`src/rtl/des_frame_parser_pkg.sv`:
```
// Shared types and defaults for the frame parser.
// Optional per-frame statistics are enabled with DES_FRAME_STATS_EN.
package des_frame_pkg;

   typedef enum logic [1:0] {
      ST_IDLE,
      ST_LEN,
      ST_PAYLOAD,
      ST_CHK
   } parse_state_t;

   typedef enum logic [1:0] {
      ERR_OK,
      ERR_BAD_LEN,
      ERR_BAD_CHK
   } frame_err_t;

   localparam logic [7:0] DEF_SOF_BYTE = 8'hA5;
   localparam int         DEF_MAX_LEN  = 64;

endpackage

```
`src/rtl/des_frame_parser_if.sv`:
```
// FIFO read side plus payload valid/ready stream of the frame parser.
// master = parser, slave = FIFO and sink environment.
interface des_frame_parser_if;

   logic       fifo_empty;
   logic [7:0] fifo_data;
   logic       fifo_rd_en;
   logic       m_valid;
   logic       m_ready;
   logic [7:0] m_data;
   logic       m_last;

   modport master (
      input  fifo_empty, fifo_data, m_ready,
      output fifo_rd_en, m_valid, m_data, m_last
   );

   modport slave (
      output fifo_empty, fifo_data, m_ready,
      input  fifo_rd_en, m_valid, m_data, m_last
   );

endinterface

```
`src/rtl/des_frame_parser_outreg.sv`:
```
// One-entry valid/ready output stage; data and last load together.
// A load in the same cycle as a drain keeps the stage full.
module des_frame_outreg #(
   parameter int DW = 8
) (
   input  logic          clk,
   input  logic          rst_n,
   input  logic          load,
   input  logic [DW-1:0] d_data,
   input  logic          d_last,
   input  logic          m_ready,
   output logic          m_valid,
   output logic [DW-1:0] m_data,
   output logic          m_last
);

   always_ff @(posedge clk or negedge rst_n) begin
      if (!rst_n) begin
         m_valid <= 1'b0;
         m_data  <= '0;
         m_last  <= 1'b0;
      end else if (load) begin
         m_valid <= 1'b1;
         m_data  <= d_data;
         m_last  <= d_last;
      end else if (m_ready) begin
         m_valid <= 1'b0;
      end
   end

endmodule

```
`src/rtl/des_frame_parser.sv`:
```
// SOF hunter and length/payload/checksum parser on the FIFO read side.
// DES_FRAME_STATS_EN adds saturating good/bad frame counters.
module des_frame_parser
   import des_frame_pkg::*;
#(
   parameter logic [7:0] SOF_BYTE = DEF_SOF_BYTE,
   parameter int         MAX_LEN  = DEF_MAX_LEN,
   parameter int         DW       = 8
) (
   input  logic                clk,
   input  logic                rst_n,
   des_frame_parser_if.master  bus,
   output logic                frame_done,
   output logic                frame_err,
   output logic [1:0]          err_code
`ifdef DES_FRAME_STATS_EN
   ,
   output logic [15:0]         good_cnt,
   output logic [15:0]         bad_cnt
`endif
);

   localparam logic [DW-1:0] MAX_L = DW'(MAX_LEN);

   parse_state_t  state;
   frame_err_t    err_q;
   logic [DW-1:0] cnt;
   logic [DW-1:0] sum;
   logic [DW-1:0] byte_in;
   logic          pop;
   logic          load;

   assign byte_in = bus.fifo_data;

   // Stage full and stalled blocks pops only while forwarding payload.
   assign pop = rst_n && !bus.fifo_empty &&
                (state != ST_PAYLOAD || !bus.m_valid || bus.m_ready);

   assign bus.fifo_rd_en = pop;
   assign load           = pop && (state == ST_PAYLOAD);
   assign err_code       = err_q;

   des_frame_outreg #(
      .DW (DW)
   ) u_outreg (
      .clk     (clk),
      .rst_n   (rst_n),
      .load    (load),
      .d_data  (byte_in),
      .d_last  (cnt == DW'(1)),
      .m_ready (bus.m_ready),
      .m_valid (bus.m_valid),
      .m_data  (bus.m_data),
      .m_last  (bus.m_last)
   );

   always_ff @(posedge clk or negedge rst_n) begin
      if (!rst_n) begin
         state      <= ST_IDLE;
         cnt        <= '0;
         sum        <= '0;
         frame_done <= 1'b0;
         frame_err  <= 1'b0;
         err_q      <= ERR_OK;
      end else begin
         frame_done <= 1'b0;
         frame_err  <= 1'b0;
         if (pop) begin
            unique case (state)
               ST_IDLE: begin
                  if (byte_in == SOF_BYTE) begin
                     state <= ST_LEN;
                     sum   <= '0;
                  end
               end
               ST_LEN: begin
                  if (byte_in > MAX_L) begin
                     state      <= ST_IDLE;
                     frame_done <= 1'b1;
                     frame_err  <= 1'b1;
                     err_q      <= ERR_BAD_LEN;
                  end else if (byte_in == '0) begin
                     state <= ST_CHK;
                     sum   <= byte_in;
                  end else begin
                     state <= ST_PAYLOAD;
                     cnt   <= byte_in;
                     sum   <= byte_in;
                  end
               end
               ST_PAYLOAD: begin
                  sum <= sum + byte_in;
                  cnt <= cnt - DW'(1);
                  if (cnt == DW'(1)) state <= ST_CHK;
               end
               ST_CHK: begin
                  state      <= ST_IDLE;
                  frame_done <= 1'b1;
                  if (byte_in == sum) begin
                     err_q <= ERR_OK;
                  end else begin
                     err_q     <= ERR_BAD_CHK;
                     frame_err <= 1'b1;
                  end
               end
            endcase
         end
      end
   end

`ifdef DES_FRAME_STATS_EN
   always_ff @(posedge clk or negedge rst_n) begin
      if (!rst_n) begin
         good_cnt <= '0;
         bad_cnt  <= '0;
      end else if (frame_done) begin
         if (frame_err) begin
            if (bad_cnt != 16'hFFFF) bad_cnt <= bad_cnt + 16'd1;
         end else begin
            if (good_cnt != 16'hFFFF) good_cnt <= good_cnt + 16'd1;
         end
      end
   end
`endif

endmodule

```
`src/flat_wrapper.sv`:
```
// flat-port wrapper written by rule: the top's interface ports become plain ports
module des_frame_parser_flat import des_frame_pkg::*;
#(
   parameter logic [7:0] SOF_BYTE = DEF_SOF_BYTE,
   parameter int         MAX_LEN  = DEF_MAX_LEN,
   parameter int         DW       = 8
)
  (clk, rst_n, frame_done, frame_err, err_code, bus_fifo_empty, bus_fifo_data, bus_m_ready, bus_fifo_rd_en, bus_m_valid, bus_m_data, bus_m_last);
  des_frame_parser_if bus_i ();
  input  logic clk;
  input  logic rst_n;
  output logic frame_done;
  output logic frame_err;
  output logic [1:0] err_code;
  input wire logic [$bits(bus_i.fifo_empty)-1:0] bus_fifo_empty;
  input wire logic [$bits(bus_i.fifo_data)-1:0] bus_fifo_data;
  input wire logic [$bits(bus_i.m_ready)-1:0] bus_m_ready;
  output wire logic [$bits(bus_i.fifo_rd_en)-1:0] bus_fifo_rd_en;
  output wire logic [$bits(bus_i.m_valid)-1:0] bus_m_valid;
  output wire logic [$bits(bus_i.m_data)-1:0] bus_m_data;
  output wire logic [$bits(bus_i.m_last)-1:0] bus_m_last;
  assign bus_i.fifo_empty = bus_fifo_empty;
  assign bus_i.fifo_data = bus_fifo_data;
  assign bus_i.m_ready = bus_m_ready;
  assign bus_fifo_rd_en = bus_i.fifo_rd_en;
  assign bus_m_valid = bus_i.m_valid;
  assign bus_m_data = bus_i.m_data;
  assign bus_m_last = bus_i.m_last;
  des_frame_parser #(.SOF_BYTE(SOF_BYTE), .MAX_LEN(MAX_LEN), .DW(DW)) u_core (.clk(clk), .rst_n(rst_n), .bus(bus_i), .frame_done(frame_done), .frame_err(frame_err), .err_code(err_code));
endmodule
```
`config.mk`:
```
export PLATFORM = sky130hd
export DESIGN_NAME = des_frame_parser_flat
export DESIGN_NICKNAME = d
export VERILOG_FILES = /design/src/rtl/des_frame_parser_pkg.sv /design/src/rtl/des_frame_parser_if.sv /design/src/rtl/des_frame_parser_outreg.sv /design/src/rtl/des_frame_parser.sv /design/src/flat_wrapper.sv
export SDC_FILE = /design/constraint.sdc
export NUM_CORES = 1
export LEC_CHECK = 0
export ABC_AREA = 1
export BUFFER_PORTS_ARGS = -buffer_cell sky130_fd_sc_hd__buf_4
export CORE_AREA = 2 2 64 66
export CTS_CLUSTER_SIZE = 14
export DETAILED_ROUTE_END_ITERATION = 10
export DIE_AREA = 0 0 66 68
export PLACE_DENSITY = 0.78
export SLEW_MARGIN = 20
export SYNTH_ARGS = -nofsm -noshare
export SYNTH_HDL_FRONTEND = slang
export SYNTH_SLANG_ARGS = --single-unit
```
`constraint.sdc`:
```
create_clock -name clk -period 1.9 [get_ports clk]
set_input_delay 0.19 -clock clk [delete_from_list [all_inputs] [get_ports clk]]
set_output_delay 0.19 -clock clk [all_outputs]
set_load 0.05 [all_outputs]
```
==> results of run 1 <==
metrics by stage:
step | cells | utilization [%] | power (mW) | hold slack (ns)
finish | 378 | 64.9 | 3.60 | 0.211
global route | 378 | 64.9 | 3.92 | 0.208
CTS | 378 | 64.9 | 3.61 | 0.201
global placement | 369 | 61.9 | 2.91 | 0.243
detailed placement | 369 | 61.9 | 2.95 | 0.252
floorplan | 291 | - | 2.49 | -0.106
registers in the layout, indices dropped and copies added, names as in the netlist, named ones only:
register                 flops
u_core.cnt                   8
u_core.err_code              2
u_core.frame_done            1
u_core.frame_err             1
u_core.state                 1
u_core.sum                   8
u_core.u_outreg.m_data       8
u_core.u_outreg.m_last       1
u_core.u_outreg.m_valid      1
cell usage in the layout (no fill, tap or decap), types with 2 or more instances in the layout:
| cell type | synthesis | routed |
|---|---|---|
| o21ai_1 | 3 | 3 |
| nor2_1 | 21 | 21 |
| nand4_1 | 4 | 4 |
| o21ai_4 | 2 | 2 |
| inv_1 | 33 | 33 |
| xor2_1 | 3 | 3 |
| nand3b_1 | 2 | 2 |
| buf_4 | 1 | 33 |
| inv_2 | 4 | 4 |
| nand3_2 | 2 | 2 |
| ha_1 | 13 | 13 |
| clkbuf_8 | 0 | 5 |
| a21oi_1 | 10 | 10 |
| mux2_2 | 2 | 2 |
| o21ai_0 | 23 | 23 |
| nand2_1 | 102 | 102 |
| nor3_1 | 2 | 2 |
| dfrtp_1 | 32 | 32 |
| o22ai_1 | 2 | 2 |
| nand3_1 | 20 | 20 |
per-layer routing:
metal | GRT usage [%] | routed length [um] | vias up
met4 | 7.91 | 57 | 0
met5 | 0 | 0 | -
li1 | - | - | 1003
met3 | 4.11 | 173 | 6
met1 | 31.8 | 2290 | 888
met2 | 41.9 | 2400 | 37
critical path, stage by stage (launching register included):
cell	delay, ns
dfrtp_1	0.38
inv_1	0.10
ha_1	0.19
inv_2	0.09
o21ai_4	0.22
inv_2	0.09
buf_4	0.20
cells by family after synthesis:
group,Yosys count
and+or+nand+nor,158
buffers and inverters,42
AOI/OAI and AO/OA,40
DFF,32
adders and majority gates,14
xor gates and xnor gates,3
muxes,2
worst max path at each step:
stage                                                 end  slack (ns)  cells after the start
finish                                     bus_fifo_rd_en        0.16                      6
global route           u_core.u_outreg.m_last$_DFFE_PN0P_        0.05                      7
CTS                                        bus_fifo_rd_en        0.16                      6
detailed placement     u_core.u_outreg.m_last$_DFFE_PN0P_        0.20                      7
global placement                u_core.sum[6]$_DFFE_PN0P_        0.25                     10
floorplan           u_core.u_outreg.m_data[5]$_DFFE_PN0P_        0.11                      7
area by class of cell:
type                    count  area [um^2]  area share [%]
multi-input cells         217         1140            45.4
repair buffers             34          258            10.3
well taps                  50         62.6            2.50
inverters                  37          139            5.55
flip-flops and latches     32          801            32.0
clock inverters             2         35.0            1.40
clock buffers               6         72.6            2.90
power by group through the flow:
stage	Clock [mW]	Sequential, mW	Combinational, mW
floorplan	0	1.31	1.18
global placement	0	1.10	1.81
detailed placement	0	1.11	1.84
CTS	0.661	1.10	1.85
global route	0.687	1.13	2.10
finish	0.652	1.10	1.85
==> flow_metrics.env, run 1 <==
export IMPL_core_um2=3860
export IMPL_insertion_delay_ns=0.29
export IMPL_ys_warn_count=0
export IMPL_cts_tree="yes"
export IMPL_ys_flop_type="dfrtp_1"
export IMPL_grt_overflow_total=0
export IMPL_hold_path_class="input port to flip-flop"
export IMPL_endpoint_kind="primary output"
export IMPL_synth_top_family_by_area="simple AND/OR/NAND/NOR gates"
export IMPL_period_share_pct=91.6
export IMPL_power_switching_mw=1.63
export IMPL_fin_crit_ns=1.74
export IMPL_p_sw_share_pct=45.3
export IMPL_cts_buffers=5
export IMPL_post_cts_setup_buffers=0
export IMPL_rows=23
export IMPL_rr_endpoint="u_core.u_outreg.m_last$_DFFE_PN0P_"
export IMPL_relSlewSlack_pct=71.5
export IMPL_die_w_um=66
export IMPL_synth_most_common_cell="nand2_1"
export IMPL_yosys_area_share_simple_pct=32.1
export IMPL_syn_num_nets=317
export IMPL_setup_slack_ns=0.160
export IMPL_worstHoldStart="bus_fifo_data[5]"
export IMPL_tns_ns=0
export IMPL_ys_seq_area_share_pct=37.8
export IMPL_r2r_setup_slack_ns=0.19
export IMPL_clkPwrFrac_pct=18.1
export IMPL_synth_xor_area_share_pct=1.24
export IMPL_avgSynthCellArea_um2=7.28
export IMPL_holdPathEnd="u_core.u_outreg.m_data[5]$_DFFE_PN0P_"
export IMPL_place_worst_setup_slack_ns=0.203
export IMPL_p_leak_nw=1.36
export IMPL_fin_worst_skew_ns=0.00774
export IMPL_synth_adder_area_share_pct=8.63
export IMPL_hold_buffers=1
export IMPL_netlist_instances=291
export IMPL_grt_pass1_vias=1852
export IMPL_p_per_area_nw_per_um2=1440
export IMPL_yosysTopAreaCell="dfrtp_1"
export IMPL_cts_resized=0
export IMPL_drtIter0Drc=133
export IMPL_detailed_place_area_um2=2390
export IMPL_synth_area_leaders="dfrtp_1 (38%), nand2_1 (18%), ha_1 (7.7%)"
export IMPL_synth_compound_area_share_pct=10.6
export IMPL_grt_usage_pct=24.5
export IMPL_combPwrFrac_pct=51.4
export IMPL_synthToLayoutAreaGrowth_pct=18.3
export IMPL_dieArea_um2=4490
export IMPL_clock_fmax_mhz=575
export IMPL_synth_common_cells="nand2_1 (102), inv_1 (33), dfrtp_1 (32)"
export IMPL_io_pins=27
export IMPL_pwr_share_seq_pct=30.5
export IMPL_grt_max_degree=33
export IMPL_critPathKind="flip-flop to primary output"
export IMPL_synth_distinct_cells=28
export IMPL_initial_core_util_pct=54.9
export IMPL_dp_hpwl_um=3750
export IMPL_ys_ff_latch=32
export IMPL_ir_worst_vdd_uv=610
export IMPL_final_cell_area_um2=2500
export IMPL_dr_pass1_iters=4
export IMPL_crit_path_start_kind="flip-flop"
export IMPL_wl_um=4910
export IMPL_muxShareOfSynthArea_pct=1.06
export IMPL_hold_viol_final=0
export IMPL_cts_htree_levels=2
export IMPL_grt_pass1_wl_um=8270
export IMPL_cap_violations=0
export IMPL_rsz0062_at_grt="no"
export IMPL_vias=1934
export IMPL_hold_path_depth=2
export IMPL_cts_buffer_depth=2
export IMPL_viasPerCell=5.12
export IMPL_synth_enable_flop_cells=0
export IMPL_cp_required_ns=1.71
export IMPL_drc_errors=0
export IMPL_tightest_slew_ns=0.427
export IMPL_crit_fanout=7
export IMPL_intPower_mw=1.97
export IMPL_r2r_cells=7
export IMPL_outcome="finished, final reports clean"
export IMPL_synth_top_area_share_pct=37.8
export IMPL_maxSlewViolCount=0
export IMPL_gp_congestion=0.934
export IMPL_ant_nets=0
export IMPL_worstSetupStartpoint="u_core.state[0]$_DFFE_PN0P_"
export IMPL_drive_gt1_share_pct=16.8
export IMPL_die_y_um=68
export IMPL_n_fill_cell=339
export IMPL_synthArstFlopShare_pct=100
export IMPL_io_buffers=26
export IMPL_clockRootBuffer="clkbuf_8"
export IMPL_antenna_cells=0
export IMPL_r2r_start="u_core.state[0]$_DFFE_PN0P_"
export IMPL_netlist_area_um2=2120
export IMPL_cts_num_sinks=32
export IMPL_final_setup_viol_count=0
export IMPL_clk_pin_slew_ns=0.07
export IMPL_cp_arrival_ns=1.55
export IMPL_antenna_found_initial=0
export IMPL_wl_per_cell_um=13.0
export IMPL_final_nets=353
Note: power is estimated with default switching activity, not from simulation.
==> run 2: changes to the inputs <==
--- a/config.mk
+++ b/config.mk
@@ -9,7 +9,8 @@
 export BUFFER_PORTS_ARGS = -buffer_cell sky130_fd_sc_hd__buf_4
-export CORE_AREA = 2 2 64 66
+export CORE_AREA = 2 2 63 65
+export CTS_BUF_LIST = sky130_fd_sc_hd__clkbuf_4 sky130_fd_sc_hd__clkbuf_8
 export CTS_CLUSTER_SIZE = 14
 export DETAILED_ROUTE_END_ITERATION = 10
-export DIE_AREA = 0 0 66 68
-export PLACE_DENSITY = 0.78
+export DIE_AREA = 0 0 65 67
+export PLACE_DENSITY = 0.8
 export SLEW_MARGIN = 20
--- a/constraint.sdc
+++ b/constraint.sdc
@@ -3,2 +3,2 @@
 set_output_delay 0.19 -clock clk [all_outputs]
-set_load 0.05 [all_outputs]
+set_load 0.005 [all_outputs]
==> flow_metrics.env, run 2 (synthesis gave the netlist of run 1 again) <==
export IMPL_outcome="finished, final reports clean"
export IMPL_cts_tree="yes"
export IMPL_critPathMaxStageDelay_ns=0.39
export IMPL_post_cts_setup_buffers=0
export IMPL_p_leak_nw=1.36
export IMPL_grt_usage_pct=25.7
export IMPL_vias=1981
export IMPL_ir_worst_vdd_uv=837
export IMPL_n_fill_cell=317
export IMPL_p_sw_share_pct=42.2
export IMPL_drive_gt1_share_pct=16.8
export IMPL_viasPerCell=5.28
export IMPL_pwr_share_seq_pct=32.5
export IMPL_intPower_mw=1.96
export IMPL_die_y_um=67
export IMPL_p_per_area_nw_per_um2=1350
export IMPL_wl_per_cell_um=13.3
export IMPL_initial_core_util_pct=58.7
export IMPL_cp_slowest_cell="dfrtp_1"
export IMPL_final_cells=375
export IMPL_combPwrFrac_pct=48.3
export IMPL_dp_hpwl_um=3710
export IMPL_insertion_delay_ns=0.28
export IMPL_final_common_cell="nand2_1"
export IMPL_ant_nets=0
export IMPL_final_setup_viol_count=0
export IMPL_clkPwrFrac_pct=19.2
export IMPL_drc_errors=0
export IMPL_cap_violations=0
export IMPL_dp_cells=366
export IMPL_dr_pass1_iters=4
export IMPL_maxSlewViolCount=0
export IMPL_cp_required_ns=2.08
export IMPL_reg_largest_list="u_core.cnt (8), u_core.sum (8), u_core.u_outreg.m_data (8)"
export IMPL_tightest_slew_ns=0.408
export IMPL_cts_num_sinks=32
export IMPL_grt_pass1_wl_um=8490
export IMPL_rsz0062_at_grt="no"
export IMPL_detailed_place_area_um2=2380
export IMPL_core_um2=3610
export IMPL_fin_crit_ns=1.74
export IMPL_seq_area_um2=801
export IMPL_multiInputGateArea_um2=1140
export IMPL_io_pins=27
export IMPL_synthToLayoutAreaGrowth_pct=18.3
export IMPL_clockRootBuffer="clkbuf_8"
export IMPL_crit_path_start_kind="flip-flop"
export IMPL_antenna_cells=0
export IMPL_cpMostUsedCell="nand2_1"
export IMPL_wl_um=4970
export IMPL_antenna_found_initial=0
export IMPL_crit_fanout=2
export IMPL_grt_max_degree=33
export IMPL_final_nets=352
export IMPL_cts_buffers=5
export IMPL_clk_pin_slew_ns=0.07
export IMPL_power_switching_mw=1.43
export IMPL_grt_overflow_total=0
export IMPL_grt_pass1_vias=1943
export IMPL_path_cells="ha_1, fa_1, nand2_1, nand2_1, nand3b_1, nand3_1, nand3_1, nand2_1, nand2_1, nand2_1"
export IMPL_critPathKind="flip-flop to flip-flop"
export IMPL_period_share_pct=91.8
export IMPL_cp_arrival_ns=1.92
export IMPL_hold_viol_final=0
export IMPL_io_buffers=26
export IMPL_power_mw=3.39
export IMPL_drtIter0Drc=136
export IMPL_hold_path_class="input port to flip-flop"
export IMPL_final_cell_area_um2=2500
export IMPL_die_w_um=65
export IMPL_rows=22
export IMPL_endpoint_kind="flip-flop"
export IMPL_cts_htree_levels=2
export IMPL_layout_common_cells="nand2_1 (102), inv_1 (33), dfrtp_1 (32), buf_4 (32), o21ai_0 (23)"
export IMPL_tns_ns=0
export IMPL_relSlewSlack_pct=72.6
export IMPL_utilization_pct=69.5
export IMPL_fin_worst_skew_ns=0.00565
export IMPL_dieArea_um2=4360
export IMPL_clock_fmax_mhz=574
export IMPL_cts_buffer_depth=2
export IMPL_gp_congestion=0.828
[run 2: cell types whose count changed in the layout (fill, tap and decap cells not counted)]
cell	change
buf_4	-1
nand3_4	+1
clkinvlp_4	+1
clkbuf_1	-1
nand3_2	-1
[run 2: metal layers]
layer  up-vias  global-route usage, %  part of all wire (%)
met5         -                      0                     0
met4         0                   9.57                   2.0
met3        12                   4.05                   5.7
met2        61                   44.8                    48
met1       907                   31.9                    44
li1       1001                      -                     -
[run 2: path summary, 6_finish.rpt]
check / startpoint / endpoint / slack [ns] / cells after the start
min reg2reg: u_core.u_outreg.m_data[7]$_DFFE_PN0P_ / u_core.u_outreg.m_data[7]$_DFFE_PN0P_ / 0.49 / 2
max in group asynchronous: rst_n / u_core.cnt[2]$_DFFE_PN0P_ / 1.11 / 3
max: u_core.sum[0]$_DFFE_PN0P_ / u_core.sum[6]$_DFFE_PN0P_ / 0.16 / 10
min: bus_fifo_empty / u_core.frame_err$_DFF_PN0_ / 0.22 / 4
min in group asynchronous: rst_n / u_core.u_outreg.m_data[3]$_DFFE_PN0P_ / 0.49 / 3
max reg2reg: u_core.sum[0]$_DFFE_PN0P_ / u_core.sum[6]$_DFFE_PN0P_ / 0.16 / 10
[run 2: critical path: cells and delay by family, from the launching register on]
kind,cells,cell delay [ns]
simple gates,8,0.66
fa+ha+maj,2,0.59
flops,1,0.39
[run 2: area by class of cell]
| cell class | instances | area share, % |
|---|---|---|
| Inverter | 37 | 5.54 |
| Sequential cell | 32 | 32.0 |
| Multi-Input combinational cell | 217 | 45.7 |
| Tap cell | 48 | 2.40 |
| Clock buffer | 5 | 2.75 |
| Timing Repair Buffer | 33 | 9.99 |
| Clock inverter | 3 | 1.70 |
[run 2: power groups by stage]
stage / sequential, mW / combinational [mW] / clock (mW)
6_report: 1.10 / 1.64 / 0.653
5_1_grt: 1.13 / 1.86 / 0.697
4_1_cts: 1.10 / 1.63 / 0.659
3_5_place_dp: 1.11 / 1.61 / 0
3_3_place_gp: 1.10 / 1.57 / 0
2_1_floorplan: 1.08 / 1.17 / 0
[run 2: timing repair]
item	4_1_cts	5_1_grt
setup endpoints to repair	0	3
hold endpoints to repair	32	0
hold buffers	1	0
gates resized for setup	0	1
[run 2: stage by stage]
step           worst slack (ns)  hold WS [ns]
6_report                  0.156         0.218
5_1_grt                 0.00524         0.228
4_1_cts                   0.136         0.212
3_5_place_dp              0.158         0.269
3_3_place_gp              0.237         0.264
2_1_floorplan             0.228        -0.106
==> run 3: changes to the inputs <==
- MAX_ROUTING_LAYER: not set -> met4
==> flow_metrics.env, run 3 (synthesis gave the netlist of run 1 again) <==
export IMPL_grt_max_degree=33
export IMPL_crit_path_start_kind="flip-flop"
export IMPL_drc_errors=0
export IMPL_power_mw=3.39
export IMPL_utilization_pct=69.5
export IMPL_holdPathEnd="u_core.frame_err$_DFF_PN0_"
export IMPL_relSlewSlack_pct=70.4
export IMPL_vias=1957
export IMPL_grt_usage_pct=26.3
export IMPL_tightest_slew_ns=0.440
export IMPL_core_um2=3610
export IMPL_hold_viol_final=0
export IMPL_endpoint_kind="flip-flop"
export IMPL_n_fill_cell=317
export IMPL_r2r_cells=10
export IMPL_ant_nets=0
export IMPL_rr_endpoint="u_core.sum[6]$_DFFE_PN0P_"
export IMPL_reg_largest_list="u_core.cnt (8), u_core.sum (8), u_core.u_outreg.m_data (8)"
export IMPL_grt_pass1_vias=1938
export IMPL_layout_common_cells="nand2_1 (102), inv_1 (33), dfrtp_1 (32), buf_4 (32), o21ai_0 (23)"
export IMPL_critPathKind="flip-flop to flip-flop"
export IMPL_rsz0062_at_grt="no"
export IMPL_hold_path_depth=4
export IMPL_worstHoldStart="bus_fifo_empty"
export IMPL_drive_gt1_share_pct=16.8
export IMPL_fin_crit_ns=1.72
export IMPL_post_cts_setup_buffers=0
export IMPL_grt_overflow_total=0
export IMPL_r2r_setup_slack_ns=0.18
export IMPL_viasPerCell=5.22
export IMPL_p_leak_nw=1.36
export IMPL_ir_worst_vdd_uv=839
export IMPL_hold_path_class="input port to flip-flop"
export IMPL_cp_required_ns=2.08
export IMPL_clockRootBuffer="clkbuf_8"
export IMPL_clock_fmax_mhz=580
export IMPL_die_y_um=67
export IMPL_tns_ns=0
export IMPL_clk_pin_slew_ns=0.07
export IMPL_antenna_cells=0
export IMPL_insertion_delay_ns=0.28
export IMPL_maxSlewViolCount=0
export IMPL_final_common_cell="nand2_1"
export IMPL_cts_tree="yes"
export IMPL_die_w_um=65
export IMPL_wl_per_cell_um=13.2
export IMPL_dp_hpwl_um=3710
export IMPL_dr_pass1_iters=4
export IMPL_fin_worst_skew_ns=0.00462
export IMPL_p_per_area_nw_per_um2=1360
export IMPL_final_nets=352
export IMPL_cp_arrival_ns=1.90
export IMPL_final_setup_viol_count=0
export IMPL_period_share_pct=90.7
export IMPL_gp_congestion=0.841
export IMPL_io_pins=27
export IMPL_drtIter0Drc=140
export IMPL_r2r_start="u_core.sum[0]$_DFFE_PN0P_"
export IMPL_cts_htree_levels=2
export IMPL_rows=22
export IMPL_initial_core_util_pct=58.7
export IMPL_cts_buffer_depth=2
export IMPL_detailed_place_area_um2=2380
export IMPL_grt_pass1_wl_um=8490
export IMPL_cts_num_sinks=32
export IMPL_io_buffers=26
export IMPL_cap_violations=0
export IMPL_antenna_found_initial=0
export IMPL_fin_worst_hold_slack_ns=0.217
export IMPL_cts_buffers=5
export IMPL_final_cell_area_um2=2500
export IMPL_synthToLayoutAreaGrowth_pct=18.3
export IMPL_outcome="finished, final reports clean"
export IMPL_wl_um=4950
export IMPL_crit_fanout=2
export IMPL_dieArea_um2=4360
==> run 3: repair_timing <==
action,CTS,global route
endpoints found under the setup margin,0,3
hold endpoints to repair,32,0
hold buffers,1,0
resized for setup,0,1
==> run 3: worst max-delay path: stages (launching register included) <==
cell	delay (ns)
dfrtp_1	0.39
ha_1	0.21
fa_1	0.38
nand2_1	0.10
nand2_1	0.08
nand3b_1	0.11
nand3_1	0.09
nand3_1	0.10
nand2_1	0.05
nand2_1	0.06
nand2_1	0.05
==> run 3: final cells by class <==
type,instances,area (um^2),share of cell area (%)
clock buffer,5,68.8,2.75
clock inverter,3,42.5,1.70
inverter,37,139,5.54
multi-input combinational,217,1140,45.7
sequential,32,801,32.0
tap,48,60.1,2.40
timing repair buffer,33,250,9.99
==> run 3: through the flow <==
stage	cells	worst slack, ns
2_1_floorplan	291	0.228
6_report	375	0.176
4_1_cts	375	0.136
5_1_grt	375	0.00519
3_3_place_gp	366	0.237
3_5_place_dp	366	0.158
==> run 3: per-layer routing <==
metal  share of wire (%)  up-vias  track usage, %
met5                   0        -               -
met4                 1.8        0            9.57
met3                 5.7       10            4.05
met2                  49       56            44.8
met1                  44      891            31.9
li1                    -     1000               -
==> run 3: where the power goes <==
group          switching, mW  total (mW)  internal, mW
combinational          0.989        1.63         0.646
clock                  0.268       0.656         0.388
sequential             0.177        1.10         0.926
==> run 3: how the worst max path moves through the flow <==
| stage | start | to | cells past startpoint |
|---|---|---|---|
| floorplan | u_core.state[0]$_DFFE_PN0P_ | u_core.u_outreg.m_data[5]$_DFFE_PN0P_ | 7 |
| global placement | flip-flop | u_core.cnt[6]$_DFFE_PN0P_ | 8 |
| detailed placement | flip-flop | u_core.cnt[6]$_DFFE_PN0P_ | 8 |
| CTS | flip-flop | u_core.cnt[6]$_DFFE_PN0P_ | 8 |
| global route | flip-flop | u_core.cnt[6]$_DFFE_PN0P_ | 8 |
| finish | u_core.sum[0]$_DFFE_PN0P_ | u_core.sum[6]$_DFFE_PN0P_ | 10 |
